### config.mk
export PLATFORM = sky130hd
export DESIGN_NAME = cumulative_histogram_pctl_flat
export DESIGN_NICKNAME = d
export VERILOG_FILES = /design/src/rtl/cumulative_histogram_pctl_if.sv /design/src/rtl/cumulative_histogram_pctl.sv /design/src/flat_wrapper.sv
export SDC_FILE = /design/constraint.sdc
export NUM_CORES = 1
export LEC_CHECK = 0
export ABC_AREA = 0
export CAP_MARGIN = 20
export CORE_MARGIN = 3
export CORE_UTILIZATION = 36
export DETAILED_ROUTE_END_ITERATION = 12
export PLACE_DENSITY_LB_ADDON = 0.25
export SLEW_MARGIN = 20
export SYNTH_ARGS = -nofsm -noshare
export SYNTH_HDL_FRONTEND = slang
export SYNTH_SLANG_ARGS = --single-unit
### constraint.sdc
create_clock -name iClk -period 7.3 [get_ports iClk]
set_clock_uncertainty 0.2 [all_clocks]
set_input_delay 1.825 -clock iClk [delete_from_list [all_inputs] [get_ports iClk]]
set_output_delay 1.825 -clock iClk [all_outputs]
set_load 0.02 [all_outputs]
### src/rtl/cumulative_histogram_pctl_if.sv
// ----------------------------------------------------------------------------
// cumulative_histogram_pctl_if
//   Bundles the control handshake, percentile targets, histogram RAM read
//   port, cumulative RAM write port and result outputs of the cumulative
//   histogram engine. Clock and reset stay plain ports on the block.
//
//   slave  : the engine (drives oAddrInHist, the write port, results).
//   master : the surrounding system (drives start/ack, targets, RAM data).
//
//   iStart / iAck           start pulse and done acknowledge
//   iPctlLo / iPctlHi       low/high percentile target sample counts
//   iQInHist, oAddrInHist   histogram RAM read data / address
//   oDataOutCumH, oAddrOutCumH, oWE   cumulative RAM write port
//   oThreshLo/Hi, oLoHit/oHiHit       percentile bins and hit flags
//   oMaxValue, oMaxBin, oTotal, oOverflow   statistics
//   oBusy, oDone            status
// ----------------------------------------------------------------------------
interface cumulative_histogram_pctl_if #(
    parameter int BIN_BITS    = 8,
    parameter int COUNT_WIDTH = 20
);
    logic                   iStart;
    logic                   iAck;
    logic [COUNT_WIDTH-1:0] iPctlLo;
    logic [COUNT_WIDTH-1:0] iPctlHi;
    logic [COUNT_WIDTH-1:0] iQInHist;
    logic [BIN_BITS-1:0]    oAddrInHist;
    logic [COUNT_WIDTH-1:0] oDataOutCumH;
    logic [BIN_BITS-1:0]    oAddrOutCumH;
    logic                   oWE;
    logic [BIN_BITS-1:0]    oThreshLo;
    logic [BIN_BITS-1:0]    oThreshHi;
    logic                   oLoHit;
    logic                   oHiHit;
    logic [COUNT_WIDTH-1:0] oMaxValue;
    logic [BIN_BITS-1:0]    oMaxBin;
    logic [COUNT_WIDTH-1:0] oTotal;
    logic                   oOverflow;
    logic                   oBusy;
    logic                   oDone;

    modport slave (
        input  iStart, iAck, iPctlLo, iPctlHi, iQInHist,
        output oAddrInHist, oDataOutCumH, oAddrOutCumH, oWE,
               oThreshLo, oThreshHi, oLoHit, oHiHit,
               oMaxValue, oMaxBin, oTotal, oOverflow, oBusy, oDone
    );

    modport master (
        output iStart, iAck, iPctlLo, iPctlHi, iQInHist,
        input  oAddrInHist, oDataOutCumH, oAddrOutCumH, oWE,
               oThreshLo, oThreshHi, oLoHit, oHiHit,
               oMaxValue, oMaxBin, oTotal, oOverflow, oBusy, oDone
    );
endinterface

### src/rtl/cumulative_histogram_pctl.sv
// ----------------------------------------------------------------------------
// cumulative_histogram_pctl
//   Scans a 2^BIN_BITS-bin histogram RAM, writes the saturating running sum
//   into a cumulative-histogram RAM, and reports two programmable percentile
//   bins, the peak bin and its count, and the total sample count.
//
//   Ports:
//     iClk  clock
//     iRst  asynchronous active-high reset
//     bus   cumulative_histogram_pctl_if.slave (handshake, RAM ports, results)
//
//   READ_LATENCY is the histogram RAM address-to-data delay (1..3 cycles).
//   A valid shift register of that depth follows each issued address, so
//   the write side never needs to know the address that produced the data.
// ----------------------------------------------------------------------------
module cumulative_histogram_pctl #(
    parameter int BIN_BITS     = 8,
    parameter int COUNT_WIDTH  = 20,
    parameter int READ_LATENCY = 1
) (
    input  logic iClk,
    input  logic iRst,
    cumulative_histogram_pctl_if.slave bus
);
    localparam logic [BIN_BITS-1:0] LAST_BIN = '1;

    typedef enum logic [1:0] {IDLE, SCAN, FLUSH, DONE} state_t;

    state_t                  state, state_nxt;
    logic [READ_LATENCY-1:0] vld_pipe;
    logic [BIN_BITS-1:0]     bin_idx;     // bin whose data arrives next
    logic [COUNT_WIDTH-1:0]  acc;
    logic [COUNT_WIDTH-1:0]  pctl_lo;
    logic [COUNT_WIDTH-1:0]  pctl_hi;
    logic [COUNT_WIDTH:0]    sum_wide;
    logic [COUNT_WIDTH-1:0]  cum;
    logic                    data_vld;
    logic                    last_wr_seen;

    assign data_vld = vld_pipe[READ_LATENCY-1];

    // One extra bit catches the carry; saturate instead of wrapping.
    assign sum_wide = {1'b0, acc} + {1'b0, bus.iQInHist};
    assign cum      = sum_wide[COUNT_WIDTH] ? '1 : sum_wide[COUNT_WIDTH-1:0];

    // The last bin's write is on the port this cycle.
    assign last_wr_seen = bus.oWE && (bus.oAddrOutCumH == LAST_BIN);

    always_ff @(posedge iClk or posedge iRst) begin
        if (iRst) state <= IDLE;
        else      state <= state_nxt;
    end

    always_comb begin
        // NOTE: every signal driven here gets a default first, so no path
        // through the case can leave one unassigned and infer a latch.
        state_nxt = state;
        bus.oBusy = 1'b0;
        bus.oDone = 1'b0;
        // A start restarts from any state and wins over a same-cycle ack.
        if (bus.iStart) begin
            state_nxt = SCAN;
        end else begin
            case (state)
                IDLE:    state_nxt = IDLE;
                SCAN:    if (bus.oAddrInHist == LAST_BIN) state_nxt = FLUSH;
                FLUSH:   if (last_wr_seen) state_nxt = DONE;
                DONE:    if (bus.iAck) state_nxt = IDLE;
                default: state_nxt = IDLE;
            endcase
        end
        bus.oBusy = (state == SCAN) || (state == FLUSH);
        bus.oDone = (state == DONE);
    end

    always_ff @(posedge iClk or posedge iRst) begin
        // NOTE: all state here is updated with non-blocking assignments so
        // every register samples pre-edge values, independent of order.
        if (iRst) begin
            pctl_lo          <= '0;
            pctl_hi          <= '0;
            acc              <= '0;
            vld_pipe         <= '0;
            bin_idx          <= '0;
            bus.oAddrInHist  <= '0;
            bus.oDataOutCumH <= '0;
            bus.oAddrOutCumH <= '0;
            bus.oWE          <= 1'b0;
            bus.oThreshLo    <= '0;
            bus.oThreshHi    <= '0;
            bus.oLoHit       <= 1'b0;
            bus.oHiHit       <= 1'b0;
            bus.oMaxValue    <= '0;
            bus.oMaxBin      <= '0;
            bus.oTotal       <= '0;
            bus.oOverflow    <= 1'b0;
        end else if (bus.iStart) begin
            // Flushing vld_pipe drops any reads still in flight from an
            // interrupted scan. oTotal keeps the previous result until the
            // new scan completes.
            pctl_lo         <= bus.iPctlLo;
            pctl_hi         <= bus.iPctlHi;
            acc             <= '0;
            vld_pipe        <= '0;
            bin_idx         <= '0;
            bus.oAddrInHist <= '0;
            bus.oWE         <= 1'b0;
            bus.oThreshLo   <= '0;
            bus.oThreshHi   <= '0;
            bus.oLoHit      <= 1'b0;
            bus.oHiHit      <= 1'b0;
            bus.oMaxValue   <= '0;
            bus.oMaxBin     <= '0;
            bus.oOverflow   <= 1'b0;
        end else begin
            if (state == SCAN && bus.oAddrInHist != LAST_BIN)
                bus.oAddrInHist <= bus.oAddrInHist + 1'b1;

            vld_pipe <= (vld_pipe << 1) | READ_LATENCY'(state == SCAN);
            bus.oWE  <= data_vld;

            if (data_vld) begin
                acc              <= cum;
                bus.oAddrOutCumH <= bin_idx;
                bus.oDataOutCumH <= cum;
                bin_idx          <= bin_idx + 1'b1;
                if (sum_wide[COUNT_WIDTH]) bus.oOverflow <= 1'b1;

                // First crossing only; an unreached target parks on the
                // last bin when that bin is written.
                if (!bus.oLoHit) begin
                    if (cum >= pctl_lo) begin
                        bus.oThreshLo <= bin_idx;
                        bus.oLoHit    <= 1'b1;
                    end else if (bin_idx == LAST_BIN) begin
                        bus.oThreshLo <= LAST_BIN;
                    end
                end
                if (!bus.oHiHit) begin
                    if (cum >= pctl_hi) begin
                        bus.oThreshHi <= bin_idx;
                        bus.oHiHit    <= 1'b1;
                    end else if (bin_idx == LAST_BIN) begin
                        bus.oThreshHi <= LAST_BIN;
                    end
                end

                // Strict compare keeps the lowest bin on ties.
                if (bus.iQInHist > bus.oMaxValue) begin
                    bus.oMaxValue <= bus.iQInHist;
                    bus.oMaxBin   <= bin_idx;
                end
            end

            if (state == FLUSH && last_wr_seen)
                bus.oTotal <= acc;
        end
    end
endmodule

### src/flat_wrapper.sv
// flat-port wrapper written by rule: the top's interface ports become plain ports
module cumulative_histogram_pctl_flat 
#(
    parameter int BIN_BITS     = 8,
    parameter int COUNT_WIDTH  = 20,
    parameter int READ_LATENCY = 1
)
  (iClk, iRst, bus_iStart, bus_iAck, bus_iPctlLo, bus_iPctlHi, bus_iQInHist, bus_oAddrInHist, bus_oDataOutCumH, bus_oAddrOutCumH, bus_oWE, bus_oThreshLo, bus_oThreshHi, bus_oLoHit, bus_oHiHit, bus_oMaxValue, bus_oMaxBin, bus_oTotal, bus_oOverflow, bus_oBusy, bus_oDone);
  cumulative_histogram_pctl_if #(.BIN_BITS(BIN_BITS), .COUNT_WIDTH(COUNT_WIDTH)) bus_i ();
  input  logic iClk;
  input  logic iRst;
  input wire logic [$bits(bus_i.iStart)-1:0] bus_iStart;
  input wire logic [$bits(bus_i.iAck)-1:0] bus_iAck;
  input wire logic [$bits(bus_i.iPctlLo)-1:0] bus_iPctlLo;
  input wire logic [$bits(bus_i.iPctlHi)-1:0] bus_iPctlHi;
  input wire logic [$bits(bus_i.iQInHist)-1:0] bus_iQInHist;
  output wire logic [$bits(bus_i.oAddrInHist)-1:0] bus_oAddrInHist;
  output wire logic [$bits(bus_i.oDataOutCumH)-1:0] bus_oDataOutCumH;
  output wire logic [$bits(bus_i.oAddrOutCumH)-1:0] bus_oAddrOutCumH;
  output wire logic [$bits(bus_i.oWE)-1:0] bus_oWE;
  output wire logic [$bits(bus_i.oThreshLo)-1:0] bus_oThreshLo;
  output wire logic [$bits(bus_i.oThreshHi)-1:0] bus_oThreshHi;
  output wire logic [$bits(bus_i.oLoHit)-1:0] bus_oLoHit;
  output wire logic [$bits(bus_i.oHiHit)-1:0] bus_oHiHit;
  output wire logic [$bits(bus_i.oMaxValue)-1:0] bus_oMaxValue;
  output wire logic [$bits(bus_i.oMaxBin)-1:0] bus_oMaxBin;
  output wire logic [$bits(bus_i.oTotal)-1:0] bus_oTotal;
  output wire logic [$bits(bus_i.oOverflow)-1:0] bus_oOverflow;
  output wire logic [$bits(bus_i.oBusy)-1:0] bus_oBusy;
  output wire logic [$bits(bus_i.oDone)-1:0] bus_oDone;
  assign bus_i.iStart = bus_iStart;
  assign bus_i.iAck = bus_iAck;
  assign bus_i.iPctlLo = bus_iPctlLo;
  assign bus_i.iPctlHi = bus_iPctlHi;
  assign bus_i.iQInHist = bus_iQInHist;
  assign bus_oAddrInHist = bus_i.oAddrInHist;
  assign bus_oDataOutCumH = bus_i.oDataOutCumH;
  assign bus_oAddrOutCumH = bus_i.oAddrOutCumH;
  assign bus_oWE = bus_i.oWE;
  assign bus_oThreshLo = bus_i.oThreshLo;
  assign bus_oThreshHi = bus_i.oThreshHi;
  assign bus_oLoHit = bus_i.oLoHit;
  assign bus_oHiHit = bus_i.oHiHit;
  assign bus_oMaxValue = bus_i.oMaxValue;
  assign bus_oMaxBin = bus_i.oMaxBin;
  assign bus_oTotal = bus_i.oTotal;
  assign bus_oOverflow = bus_i.oOverflow;
  assign bus_oBusy = bus_i.oBusy;
  assign bus_oDone = bus_i.oDone;
  cumulative_histogram_pctl #(.BIN_BITS(BIN_BITS), .COUNT_WIDTH(COUNT_WIDTH), .READ_LATENCY(READ_LATENCY)) u_core (.iClk(iClk), .iRst(iRst), .bus(bus_i));
endmodule
==> run_results.csv, run 1 <==
group,metric,value,unit
worst_setup_path,worstPathMaxFanout,11,
worst_setup_path,r2r_cells,16,
sta,maxSlewHeadroom,41.5,%
place,dp_hpwl,19300,um
worst_hold_path,hold_depth,2,
drt,wl_met3,995,um
sta,setup_viol,0,
finish,finish.instance_area,12200,um2
synthesis,synthFlopType,"dfrtp_1",
drt,final_antenna_net_count,0,
synthesis,ys_warn_count,0,
synthesis,async_reset_ff_share,100,%
drt,drt_pre_antenna_iters,5,
cts,post_cts_buffers,0,
worst_setup_path,crit_arrival,6370,ps
floorplanning,ios,170,
place,gp_congestion,0.859,
drt,post_drt_wl_per_cell,17.1,um
cts,cts_tree,"yes",
place,place_area,11600,um2
sta,worstMarginPinSlew,878,ps
drt,vias,7696,
worst_setup_path,setup.worst_path.end_class,"register",
synthesis,synth-seq-cells,175,
sta,max_freq,0.159,GHz
global_routing,overflow,0,
finish,diodes,0,
worst_setup_path,worstSetupPathDepth,17,
worst_hold_path,hold_class,"register to register",
place,io_buffers,169,
worst_setup_path,cp-start-kind,"input pin",
cts,cts_resized,0,
cts,cts_hold_buf,0,
drt,wirelength,25900,um
synthesis,syn_area_per_cell,9.49,um2
global_routing,antenna_found_initial,0,
global_routing,grt_pass1_wl,41700,um
floorplanning,fp.dieH,170,um
drt,wl_met1,12800,um
synthesis,synth_cell_type_count,62,
synthesis,synth.area.mux_share,5.67,%
synthesis,syn_nets,1169,
drt,dr_wl_met2,11800,um
outcome,outcome,"complete, no violations",
cts,h-tree-depth,4,
floorplanning,start_util,36.9,%
synthesis,synthAdderAreaFrac,11.2,%
floorplanning,die_w,170,um
sta,rsz0062_at_grt,"false",
floorplanning,num_rows,59,
finish,utilization,46.6,%
flow_run,max_cap_viol_count,0,
finish,layout.nets,1319,
global_routing,grtUsageTotal,18.1,%
global_routing,grt_max_degree,92,
synthesis,synth-xor-area-share,2.17,%
synthesis,synth_area,9670,um2
place,preCtsSetupSlack,197,ps
drt,viasPerCell,5.07,
synthesis,ys_seq_area_share,45.3,%
power,p_leak,5.80,nW
synthesis,synth-compound-area-share,15.2,%
finish,drive_gt1_share,7.02,%
power,vdd_drop_max,0.000169,V
drt,drt_drc_violations_left,0,
global_routing,grt_pass1_vias,7635,
worst_setup_path,crit_chain,"clkdlybuf4s50_1 > ha_1 > a21o_1 > a21oi_1 > nand2_1 > o21ai_0 > a21oi_1 > buf_4 > nor2_1 > inv_1 > ha_1 > nand2_1 > o41ai_1 > a221oi_1 > o31ai_2 > o22a_1 > o211ai_1",
cts,cts.sinks,175,
sta,hold_viol_final,0,
drt,dr.max_layer_used,"met4",
sta,finalSetupTns,0,ps
floorplanning,core-area,26200,um2
synthesis,synth-edff-count,0,
drt,drt_iter0_drc,530,
worst_setup_path,crit_type,"input pin to register",
sta,hold_slack,297,ps
power,power.density,343,nW/um2
finish,area_growth,26.2,%
synthesis,synth-simple-area-share,14.0,%
sta,fin_crit_sh,86.1,%
sta,setup_ws,1020,ps
synthesis,syn_inst,1019,
cts,root_buffer,"clkbuf_16",
worst_setup_path,cp_slowest_cell,"o31ai_2",
cts,clk_latency,430,ps
cts,cts_buffers,17,
worst_setup_path,crit_family,"compound AO/OA/AOI/OAI gates",
worst_setup_path,cpPeakStageDelay,640,ps
worst_setup_path,crit_buf_inv,3,
synthesis,synth_top_family_by_area,"compound AO/OA/AOI/OAI gates",
cts,cts.path.max_buffers,2,
worst_setup_path,required,7390,ps
floorplanning,die_area,28900,um2
finish,n_fill_cell,2477,
sta,min_period,6280,ps
sta,finalMaxSlewViolations,0,
cts,clkTransAtPathRegs,70,ps
[report_power, final]
group | total (mW) | switching [mW] | internal [mW]
registers | 1.32 | 0.167 | 1.16
logic | 1.99 | 1.16 | 0.828
clock network | 0.878 | 0.402 | 0.476
total | 4.19 | 1.73 | 2.46
[layout make-up]
type | instances | area (um2) | share of cell area [%]
Inverter | 94 | 358 | 2.93
Multi-Input combinational cell | 699 | 4690 | 38.4
Tap cell | 335 | 419 | 3.43
Sequential cell | 175 | 4380 | 35.9
Timing Repair Buffer | 182 | 1800 | 14.7
Clock buffer | 19 | 433 | 3.55
Clock inverter | 13 | 126 | 1.04
[sequential cells by signal, summed over array words and instances, names as in the netlist, 2 cells and up]
signal	flops
u_core.acc	20
u_core.bin_idx	8
u_core.bus.oAddrInHist	8
u_core.bus.oAddrOutCumH	8
u_core.bus.oDataOutCumH	20
u_core.bus.oMaxBin	8
u_core.bus.oMaxValue	20
u_core.bus.oThreshHi	8
u_core.bus.oThreshLo	8
u_core.bus.oTotal	20
u_core.pctl_hi	20
u_core.pctl_lo	20
u_core.state	2
[path summary, 6_finish.rpt]
path | slack [ps] | start | end
worst max register to register | 2530 | u_core.acc[9] | u_core.bus.oThreshHi[6]
min in group asynchronous | 1750 | iRst | u_core.pctl_lo[7]
worst min-delay path | 300 | u_core.bus.oDataOutCumH[4] | u_core.bus.oDataOutCumH[4]
worst max-delay path | 1020 | bus_iQInHist[13] | u_core.bus.oThreshHi[6]
worst min register to register | 300 | u_core.bus.oDataOutCumH[4] | u_core.bus.oDataOutCumH[4]
max in group asynchronous | 4210 | iRst | u_core.state[0]
[cells in the mapped netlist (all sizes together) (5+ instances only)]
cell type | instances | area share (%)
mux2i | 30 | 3.1
nand4 | 20 | 1.3
xor2 | 15 | 1.4
a21oi | 56 | 3.0
o211ai | 10 | 0.78
a311oi | 8 | 0.72
and2 | 6 | 0.39
a21o | 18 | 1.4
clkbuf | 28 | 1.1
nor2 | 107 | 4.2
and3 | 5 | 0.32
o21ai | 71 | 3.8
a31oi | 12 | 0.84
dfrtp | 175 | 45
inv | 94 | 3.6
a211oi | 14 | 1.1
xnor2 | 9 | 0.81
buf | 23 | 1.7
ha | 85 | 11
nand3 | 21 | 1.1
a211o | 10 | 0.91
nand2 | 121 | 4.7
and4 | 5 | 0.45
mux2 | 22 | 2.6
[worst register-to-register path: stages, from the launching register on]
cell and delay [ps]:
dfrtp_1 440, ha_1 430, and4_1 270, a21oi_1 130
nand2_1 70, a31oi_2 290, a21oi_1 150, buf_4 190
nor2_1 230, inv_1 100, ha_1 290, nand2_1 70
o41ai_1 440, a221oi_1 190, o31ai_2 640, o22a_1 390
o211ai_1 120
[metal layers]
layer	vias to the layer above	track usage, %
met2	174	28.5
met3	20	3.02
met4	0	4.02
li1	3823	-
met1	3679	26.4
met5	-	0
[cell usage in the layout, fill, tap and decap left out, drive strengths merged, types with 22 or more instances in the layout]
| master | count |
|---|---|
| mux2 | 22 |
| nand2 | 121 |
| dfrtp | 175 |
| a21oi | 56 |
| clkdlybuf4s50 | 168 |
| ha | 85 |
| inv | 99 |
| mux2i | 30 |
| nor2 | 107 |
| o21ai | 71 |
[metrics by stage]
stage / total power, mW / instances
2_1_floorplan: 2.60 / 1019
6_report: 4.19 / 1517
3_5_place_dp: 3.33 / 1485
4_1_cts: 4.23 / 1517
5_1_grt: 4.52 / 1517
3_3_place_gp: 3.30 / 1485
[kinds of logic after synthesis]
logic type | after synthesis
flip-flops | 175
multiplexers | 52
buffers and inverters | 145
XOR/XNOR | 24
AND/OR/NAND/NOR | 309
AO/OA/AOI/OAI | 228
adder cells (fa/ha/maj) | 86
Note: power is estimated with default switching activity, not from simulation.
==> run 2: changes to the inputs <==
- TNS_END_PERCENT: unset -> 30
==> results of run 2 <==
Same layout as run 1: the final DEF is identical, and so are final timing and power.
==> run 3: changes to the inputs <==
==> constraint.sdc (replaced) <==
create_clock -name iClk -period 7.3 [get_ports iClk]
set_clock_uncertainty 0.2 [all_clocks]
set_input_delay 2.19 -clock iClk [delete_from_list [all_inputs] [get_ports iClk]]
set_output_delay 2.19 -clock iClk [all_outputs]
set_load 0.02 [all_outputs]
==> run_results.csv, run 3 (synthesis gave the netlist of run 1 again) <==
group,metric,value,unit
drt,drt_iter0_drc,442,
cts,root_buffer,"clkbuf_16",
cts,cts_resized,0,
finish,final_common_cell,"dfrtp_1",
sta,finalMaxSlewViolations,0,
sta,hold_viol_final,0,
drt,dr_wl_met2,11700,um
power,vdd_drop_max,0.000133,V
global_routing,overflow,0,
finish,area_growth,26.4,%
floorplanning,die_area,28900,um2
floorplanning,die_w,170,um
drt,wl_met1,12800,um
sta,setup_ws,800,ps
worst_setup_path,rrSetupSlack,2670,ps
sta,rsz0062_at_grt,"false",
drt,wirelength,25900,um
worst_hold_path,hold_depth,2,
power,switching_share,41.1,%
drt,drt_drc_violations_left,0,
finish,diodes,0,
worst_setup_path,reg2reg_from,"u_core.acc[10]",
drt,post_drt_wl_per_cell,17.0,um
cts,clkTransAtPathRegs,70,ps
drt,final_antenna_net_count,0,
worst_hold_path,hold_start,"u_core.bus.oDataOutCumH[4]",
place,preCtsSetupSlack,364,ps
floorplanning,fp.dieH,170,um
power,internal_power,2.49,mW
worst_setup_path,crit_arrival,6600,ps
power,comb_power_share,47.5,%
flow_run,max_cap_viol_count,0,
sta,min_period,6500,ps
worst_setup_path,cp-start-kind,"input pin",
cts,cts_tree,"yes",
floorplanning,ios,170,
floorplanning,core-area,26200,um2
place,io_buffers,169,
worst_setup_path,required,7400,ps
power,p_leak,5.82,nW
cts,cts_hold_buf,0,
cts,cts.sinks,175,
global_routing,antenna_found_initial,0,
cts,cts_buffers,17,
power,power.density,346,nW/um2
power,power_frac_seq,31.2,%
drt,dr.max_layer_used,"met4",
global_routing,grt_pass1_wl,41800,um
sta,max_freq,0.154,GHz
worst_hold_path,hold_class,"register to register",
cts,clk_latency,430,ps
sta,maxSlewHeadroom,44.9,%
power,p_sw,1.74,mW
cts,h-tree-depth,4,
worst_setup_path,worstPathMaxFanout,11,
global_routing,grt_pass1_vias,7528,
sta,hold_slack,293,ps
finish,n_fill_cell,2466,
sta,fin_crit_sh,89.0,%
floorplanning,num_rows,59,
cts,post_cts_buffers,0,
worst_setup_path,worstReg2RegEnd,"u_core.bus.oThreshHi[6]",
drt,viasPerCell,5.10,
sta,setup_viol,0,
global_routing,grt_max_degree,111,
finish,drive_gt1_share,7.01,%
power,p_total,4.23,mW
worst_setup_path,setup.worst_path.end_class,"register",
drt,drt_pre_antenna_iters,5,
global_routing,grtUsageTotal,18.3,%
drt,vias,7743,
sta,worstMarginPinSlew,827,ps
finish,final_cell_mix,"dfrtp_1 (174), clkdlybuf4s50_1 (168), nand2_1 (121), nor2_1 (107), inv_1 (93)",
sta,finalSetupTns,0,ps
place,place_area,11700,um2
worst_setup_path,r2r_cells,17,
power,pwr-share-clk,21.3,%
worst_setup_path,crit_type,"input pin to register",
place,gp_congestion,0.872,
finish,finish.instance_area,12200,um2
drt,wl_met3,1010,um
outcome,outcome,"complete, no violations",
worst_hold_path,holdPathEnd,"u_core.bus.oDataOutCumH[4]",
floorplanning,start_util,36.9,%
finish,layout.nets,1321,
place,dp_hpwl,19200,um
cts,cts.path.max_buffers,2,
[run 3: changes by cell type in the layout (fill, tap and decap cells not counted), sizes merged]
cell      before  now
clkbuf        19   22
buf           14   16
clkinvlp       4    1
[run 3: final cells by class]
| class | count | area (um2) | area share [%] |
|---|---|---|---|
| clock inverters | 10 | 103 | 0.839 |
| inverters | 94 | 360 | 2.95 |
| repair buffers | 184 | 1810 | 14.8 |
| flip-flops and latches | 175 | 4380 | 35.8 |
| multi-input cells | 699 | 4680 | 38.3 |
| clock buffers | 22 | 464 | 3.80 |
| well taps | 335 | 419 | 3.43 |
[run 3: worst max-delay path by stage]
stage,startpoint,endpoint,slack [ps],cells after the start
after global placement,bus_iQInHist[10],u_core.bus.oThreshHi[6],390,18
after detailed placement,bus_iQInHist[10],u_core.bus.oThreshHi[6],360,18
after global routing,bus_iQInHist[13],u_core.bus.oThreshHi[7],510,18
after floorplan,iRst,u_core.acc[0],160,1
final,bus_iQInHist[13],u_core.bus.oThreshHi[6],800,18
after CTS,bus_iQInHist[10],u_core.bus.oThreshHi[6],810,18
[run 3: stage by stage]
stage               std cells  utilization, %
finish                   1519            46.7
global route             1519            46.7
CTS                      1519            46.6
detailed placement       1487            44.5
global placement         1487            44.5
floorplan                1019               -
[run 3: worst max-delay path: stages]
cell,delay (ps)
clkdlybuf4s50_1,500
ha_1,450
a21o_1,220
a21oi_1,260
nand2_1,110
o21ai_0,240
a21o_1,370
and2_1,240
inv_1,70
ha_1,290
a211o_1,120
a31oi_1,30
o41ai_1,420
a221oi_1,170
o31ai_1,240
buf_4,210
o22a_1,330
o211ai_1,120
[run 3: metal layers]
layer | track usage [%] | vias up
li1 | - | 3818
met1 | 26.7 | 3726
met2 | 28.5 | 177
met3 | 2.67 | 22
met4 | 5.01 | 0
met5 | 0 | -
[run 3: power by group through the flow]
stage / combinational [mW] / sequential [mW] / clock (mW)
floorplan: 1.18 / 1.42 / 0
global placement: 1.97 / 1.34 / 0
detailed placement: 2.00 / 1.34 / 0
CTS: 2.02 / 1.32 / 0.925
global route: 2.24 / 1.34 / 0.966
finish: 2.01 / 1.32 / 0.900
